File: src/rtl/riscv_pkg.sv
// Shared constants for the in-order pipeline control slice: stage bit
// positions in the pause/bubble vectors and the reset/NOP defaults.
package riscv_pkg;

  localparam int unsigned STAGE_ID  = 3;
  localparam int unsigned STAGE_EX  = 2;
  localparam int unsigned STAGE_MEM = 1;
  localparam int unsigned STAGE_WB  = 0;

  localparam logic [31:0] RESET_PC_DEFAULT  = 32'h0000_0000;
  localparam logic [31:0] NOP_INSTR_DEFAULT = 32'h0000_0013;

endpackage

File: src/rtl/pipe_reg.sv
// One pipeline stage register (pc/instr/valid). Bubble beats pause; pause
// holds; otherwise the stage loads from its upstream source.
module pipe_reg
  import riscv_pkg::*;
#(
  parameter logic [31:0] NOP_INSTR = NOP_INSTR_DEFAULT
) (
  input  logic        clk,
  input  logic        rst,
  input  logic        pause,
  input  logic        bubble,
  input  logic [31:0] in_pc,
  input  logic [31:0] in_instr,
  input  logic        in_valid,
  output logic [31:0] out_pc,
  output logic [31:0] out_instr,
  output logic        out_valid
);

  logic [31:0] pc_d, pc_q;
  logic [31:0] instr_d, instr_q;
  logic        valid_d, valid_q;

  always_comb begin
    pc_d    = in_pc;
    instr_d = in_instr;
    valid_d = in_valid;
    if (bubble) begin
      pc_d    = 32'h0;
      instr_d = NOP_INSTR;
      valid_d = 1'b0;
    end else if (pause) begin
      pc_d    = pc_q;
      instr_d = instr_q;
      valid_d = valid_q;
    end
  end

  always_ff @(posedge clk) begin
    if (rst) begin
      pc_q    <= 32'h0;
      instr_q <= NOP_INSTR;
      valid_q <= 1'b0;
    end else begin
      pc_q    <= pc_d;
      instr_q <= instr_d;
      valid_q <= valid_d;
    end
  end

  assign out_pc    = pc_q;
  assign out_instr = instr_q;
  assign out_valid = valid_q;

endmodule

File: src/rtl/pipe_ctrl.sv
// Fetch PC and ID/EX/MEM/WB stage registers driven by hazard-unit pause,
// bubble and redirect. Optional counters under macro PIPE_STATS_EN.
module pipe_ctrl
  import riscv_pkg::*;
#(
  parameter logic [31:0] RESET_PC  = RESET_PC_DEFAULT,
  parameter logic [31:0] NOP_INSTR = NOP_INSTR_DEFAULT
) (
  input  logic        clk,
  input  logic        rst,
  input  logic        pc_pause,
  input  logic [3:0]  pipe_pause,
  input  logic [3:0]  pipe_bubble,
  input  logic        redirect,
  input  logic [31:0] redirect_pc,
  input  logic [31:0] if_instr,
  output logic [31:0] if_pc,
  output logic [31:0] id_pc,
  output logic [31:0] ex_pc,
  output logic [31:0] mem_pc,
  output logic [31:0] wb_pc,
  output logic [31:0] id_instr,
  output logic [31:0] ex_instr,
  output logic [31:0] mem_instr,
  output logic [31:0] wb_instr,
  output logic        id_valid,
  output logic        ex_valid,
  output logic        mem_valid,
  output logic        wb_valid
`ifdef PIPE_STATS_EN
  ,
  output logic [31:0] stall_cnt,
  output logic [31:0] bubble_cnt
`endif
);

  logic [31:0] if_pc_d, if_pc_q;

  always_comb begin
    if_pc_d = if_pc_q + 32'd4;
    if (redirect)      if_pc_d = redirect_pc;
    else if (pc_pause) if_pc_d = if_pc_q;
  end

  always_ff @(posedge clk) begin
    if (rst) if_pc_q <= RESET_PC;
    else     if_pc_q <= if_pc_d;
  end

  assign if_pc = if_pc_q;

  pipe_reg #(.NOP_INSTR(NOP_INSTR)) u_id (
    .clk(clk), .rst(rst),
    .pause(pipe_pause[STAGE_ID]), .bubble(pipe_bubble[STAGE_ID]),
    .in_pc(if_pc_q), .in_instr(if_instr), .in_valid(1'b1),
    .out_pc(id_pc), .out_instr(id_instr), .out_valid(id_valid)
  );

  pipe_reg #(.NOP_INSTR(NOP_INSTR)) u_ex (
    .clk(clk), .rst(rst),
    .pause(pipe_pause[STAGE_EX]), .bubble(pipe_bubble[STAGE_EX]),
    .in_pc(id_pc), .in_instr(id_instr), .in_valid(id_valid),
    .out_pc(ex_pc), .out_instr(ex_instr), .out_valid(ex_valid)
  );

  pipe_reg #(.NOP_INSTR(NOP_INSTR)) u_mem (
    .clk(clk), .rst(rst),
    .pause(pipe_pause[STAGE_MEM]), .bubble(pipe_bubble[STAGE_MEM]),
    .in_pc(ex_pc), .in_instr(ex_instr), .in_valid(ex_valid),
    .out_pc(mem_pc), .out_instr(mem_instr), .out_valid(mem_valid)
  );

  pipe_reg #(.NOP_INSTR(NOP_INSTR)) u_wb (
    .clk(clk), .rst(rst),
    .pause(pipe_pause[STAGE_WB]), .bubble(pipe_bubble[STAGE_WB]),
    .in_pc(mem_pc), .in_instr(mem_instr), .in_valid(mem_valid),
    .out_pc(wb_pc), .out_instr(wb_instr), .out_valid(wb_valid)
  );

`ifdef PIPE_STATS_EN
  logic [31:0] stall_cnt_d, stall_cnt_q;
  logic [31:0] bubble_cnt_d, bubble_cnt_q;

  // bubble_cnt samples the registered wb_valid, i.e. the WB slot of this cycle
  always_comb begin
    stall_cnt_d  = stall_cnt_q + {31'd0, pc_pause};
    bubble_cnt_d = bubble_cnt_q + {31'd0, ~wb_valid};
  end

  always_ff @(posedge clk) begin
    if (rst) begin
      stall_cnt_q  <= 32'h0;
      bubble_cnt_q <= 32'h0;
    end else begin
      stall_cnt_q  <= stall_cnt_d;
      bubble_cnt_q <= bubble_cnt_d;
    end
  end

  assign stall_cnt  = stall_cnt_q;
  assign bubble_cnt = bubble_cnt_q;
`endif

endmodule

File: config.mk
export PLATFORM = sky130hd
export DESIGN_NAME = pipe_ctrl
export DESIGN_NICKNAME = d
export VERILOG_FILES = /design/src/rtl/riscv_pkg.sv /design/src/rtl/pipe_reg.sv /design/src/rtl/pipe_ctrl.sv
export SDC_FILE = /design/constraint.sdc
export NUM_CORES = 1
export LEC_CHECK = 0
export ABC_AREA = 1
export BUFFER_PORTS_ARGS = -buffer_cell sky130_fd_sc_hd__buf_2
export CAP_MARGIN = 20
export CORE_ASPECT_RATIO = 0.9
export CORE_MARGIN = 2
export CORE_UTILIZATION = 42
export CTS_CLUSTER_DIAMETER = 30
export DETAILED_ROUTE_END_ITERATION = 8
export GPL_TIMING_DRIVEN = 0
export PLACE_DENSITY = 0.68
export SYNTH_ARGS = -nofsm -noshare
export SYNTH_HDL_FRONTEND = slang
export SYNTH_SLANG_ARGS = --single-unit
File: constraint.sdc
create_clock -name clk -period 2.12 [get_ports clk]
set_input_delay 0.318 -clock clk [delete_from_list [all_inputs] [get_ports clk]]
set_output_delay 0.318 -clock clk [all_outputs]
set_load 0.01 [all_outputs]
Word level (Yosys, flattened, before mapping):

Cells that the tools add are included.

* flip-flop bits (word level): 292
* input port bits: 76
* output and inout port bits: 292
* word-level logic and storage cells: 21

* $add $sub $neg: 1
* equality and inequality tests: 1
* multiplexer cells: 2
* reduce and logical (&&, ||, !) cells: 4

Operators by type and width (number)
* 32-bit two-way mux: 2
* 32-bit by 3-bit adder with 32-bit output (second input constant): 1
* 2-bit OR reduction: 4
* 2-bit by 1-bit inequality test with 1-bit output (second input constant): 1

Logic depth before layout (Yosys ltp):

* depth after elaboration: 3
* depth in mapped cells: 9
* mapped depth without buffers: 9

Hierarchy:

From an unflattened synthesis, not the netlist that was laid out.

* cell total of the unflattened synthesis: 2002
* area total of the unflattened synthesis: 12891.1 um^2

By module, submodules not included
* pipe_reg: times used 4, cells each 407, area an instance 2653.8 um^2, seq. area each 1301.2 um^2
* pipe_ctrl: times used 1, cells each 374, area an instance 2275.9 um^2, seq. area each 640.6 um^2

Least setup slack after synthesis:

No wires, ideal clock.

* kind: flip-flop to flip-flop
* start: register if_pc_q[3] (netlist: if_pc[3])
* end: register if_pc_q[18] (netlist: if_pc[18])
* library setup time: 0.068 ns
* arrival: 1.393 ns
* data required time: 2.052 ns
* slack: 0.659 ns
* stages on the path, launching flop included: 9
* buffers on the path: 0
* period minus slack after synthesis: 1.461 ns
* path through: dfxtp_1 -> ha_1 -> nand2_1 -> nor2_4 -> nand2_4 -> nor2_4 -> xor2_1 -> nand2_1 -> a21oi_2

* cells in the longest elaborated chain, start to end: 3

RTL lines
* start: declaration: line pipe_ctrl.sv:37 `logic [31:0] if_pc_d, if_pc_q;`
* start signal: assignment: line pipe_ctrl.sv:47 `else if_pc_q <= if_pc_d;`
* 32-bit by 3-bit adder with 32-bit output: line pipe_ctrl.sv:40 `if_pc_d = if_pc_q + 32'd4;`
* 32-bit two-way mux: line pipe_ctrl.sv:42 `else if (pc_pause) if_pc_d = if_pc_q;`
* 32-bit two-way mux: line pipe_ctrl.sv:41 `if (redirect) if_pc_d = redirect_pc;`

No other way between the ends. The select of a mux whose other input is x is not followed.
A chain may end at the register's enable or synchronous reset.

Worst setup path in the final report:

Same ends and word-level chain as after synthesis.

==> results.json <==
{
  "status": "completed",
  "cts_buffers": 66,
  "postRouteAntennaNets": 0,
  "fin_crit_ns": 1.65,
  "synth_warnings": 0,
  "cp-start-kind": "register",
  "cts_max_level": 3,
  "hold_buffers": 2,
  "io_buffer_count": 365,
  "post-place-ws_ns": 0.0854,
  "worstSetupPathType": "register to register",
  "grt_pass1_vias": 10351,
  "drt_iter0_drc": 965,
  "skew_ns": 0.0187,
  "track_usage": 0.262,
  "hp-class": "input pin to register",
  "hold_viol_final": 0,
  "drc": 0,
  "worstMarginPinSlew_ns": 0.620,
  "end_kind": "register",
  "slew_headroom": 0.587,
  "antenna_found_initial": 0,
  "fin_area_um2": 15400,
  "layout_common_cells": "nand2_1 (571), buf_2 (380), dfxtp_1 (292)",
  "powerDensity_nw_per_um2": 1050,
  "syn_nets": 1549,
  "ys_async_sr_fraction": 0,
  "fillerInstances": 2507,
  "fmax_ghz": 0.606,
  "syn2layout_area_growth_pct": 40.3,
  "row_count": 56,
  "cts_buffer_depth": 3,
  "firstDrtPassIters": 6,
  "maxCapViolCount": 0,
  "placed_area_um2": 13300,
  "cts_num_sinks": 292,
  "chipWidth_um": 175,
  "grt_pass1_wl_mm": 56.8,
  "initial_core_util": 0.424,
  "setup_slack_ns": 0.469,
  "p_total_mw": 16.2,
  "post-dp-hpwl_mm": 28.4,
  "postCtsSetupBuffers": 0,
  "slew_viol_final": 0,
  "dominantRegCellSynth": "dfxtp_1",
  "grt_max_degree": 11,
  "leakagePower_nw": 6.67,
  "synthesis.area_um2": 11000,
  "fp.dieArea_um2": 27500,
  "fin_tns_setup_ns": 0,
  "cts_resized": 0,
  "core_area_um2": 25900,
  "setup-violations-final": 0,
  "period_share": 0.779,
  "cts_root_buf": "clkbuf_16",
  "critPathArrivalTime_ns": 2.11,
  "synth_edf_count": 0,
  "vdd_ir_drop_max_mv": 0.606,
  "worstPathRequired_ns": 2.57,
  "final_common_cell": "nand2_1",
  "crit_path_max_fanout": 5,
  "synthCells": 1472,
  "grt_overflow": 0,
  "finalWirelength_mm": 38.0,
  "clk_pin_slew_ns": 0.05,
  "cts_tree": "yes",
  "ios": 368,
  "die_y_um": 157,
  "drive_gt1_frac": 0.263,
  "num_vias": 11387,
  "via_per_inst": 4.94,
  "synth.distinct_cells": 30,
  "synth-seq-cells": 292,
  "syn_area_per_cell_um2": 7.47,
  "clk_latency_ns": 0.53,
  "ys_seq_area_frac": 0.532,
  "nets": 1984,
  "place.gp.congestion": 0.909,
  "wl_per_cell_um": 16.5,
  "rsz0062_at_grt": "false"
}
path summary, 6_finish.rpt:
kind                                    startpoint                 end  slack, ns  cells after the start
worst max-delay path                      if_pc[3]           if_pc[18]       0.47                      8
worst min-delay path                redirect_pc[0]            if_pc[0]       0.02                      3
worst max register to register            if_pc[3]           if_pc[18]       0.47                      8
worst min register to register  u_wb.out_instr[25]  u_wb.out_instr[25]       0.46                      2
power breakdown:
part           switching (mW)  total (mW)  internal [mW]  leakage [nW]
sequential              0.105        5.71           5.61          2.37
combinational           0.559       0.815          0.256          3.25
clock                    3.01        9.66           6.65          1.06
total                    3.68        16.2           12.5          6.67
final cells by class:
| cell class | count | area [um2] | area share |
|---|---|---|---|
| clock inverter | 26 | 258 | 0.0167 |
| timing repair buffer | 367 | 1850 | 0.120 |
| sequential | 292 | 5850 | 0.379 |
| clock buffer | 90 | 1890 | 0.122 |
| inverter | 70 | 263 | 0.0170 |
| multi-input combinational | 1020 | 4520 | 0.293 |
| tap | 348 | 435 | 0.0282 |
| antenna | 1 | 2.50 | 0.000162 |
| buffer | 90 | 364 | 0.0236 |
flip-flops by register name (all words and copies together) (netlist names):
name,cells
u_ex.out_pc,32
u_wb.out_valid,1
u_ex.out_instr,32
u_mem.out_instr,32
u_ex.out_valid,1
if_pc,32
u_wb.out_instr,32
u_wb.out_pc,32
u_id.out_pc,32
u_mem.out_pc,32
u_id.out_valid,1
u_id.out_instr,32
u_mem.out_valid,1
cells by family after synthesis:
group / Yosys count / synth area share
and+or+nand+nor: 678 / 0.248
AOI/OAI and AO/OA: 329 / 0.152
DFF: 292 / 0.532
buffers and inverters: 160 / 0.0570
xor gates and xnor gates: 12 / 0.00956
adders and majority gates: 1 / 0.00114
worst max-delay path, cell delays in order (launching register included):
cell     delay (ns)
dfxtp_1        0.40
ha_1           0.21
nand2_1        0.11
nor2_4         0.17
nand2_4        0.11
nor2_4         0.20
xor2_1         0.17
nand2_1        0.09
a21oi_2        0.11
routing by layer:
layer	vias to the layer above	global-route usage	wire length, um
li1	5637	-	-
met4	0	0.109	1190
met3	87	0.0454	2580
met2	449	0.408	17100
met5	-	0	0
met1	5214	0.362	17200
synthesized netlist by cell type, types with 3 or more instances:
master / instances / area share
nor2_2: 8 / 0.0046
o21ai_0: 41 / 0.019
nand3_1: 45 / 0.020
dfxtp_1: 292 / 0.53
nand2_2: 4 / 0.0023
clkbuf_1: 70 / 0.024
inv_2: 6 / 0.0020
xor2_1: 10 / 0.0080
buf_2: 15 / 0.0068
nand2_1: 571 / 0.20
nor2_4: 7 / 0.0072
a21oi_2: 3 / 0.0024
nor2_1: 36 / 0.012
buf_1: 4 / 0.0014
a31oi_1: 4 / 0.0023
a21oi_1: 268 / 0.12
o21ai_1: 9 / 0.0041
inv_1: 63 / 0.022
metrics by stage:
| step | hold WS, ns | cells | utilization |
|---|---|---|---|
| final | 0.0182 | 2304 | 0.595 |
| after global routing | 0.00526 | 2303 | 0.595 |
| after CTS | 0.00240 | 2303 | 0.595 |
| after detailed placement | 0.453 | 2185 | 0.511 |
| after global placement | 0.449 | 2185 | 0.511 |
| after floorplan | 0.431 | 1472 | - |
Note: power is estimated with default switching activity, not from simulation.
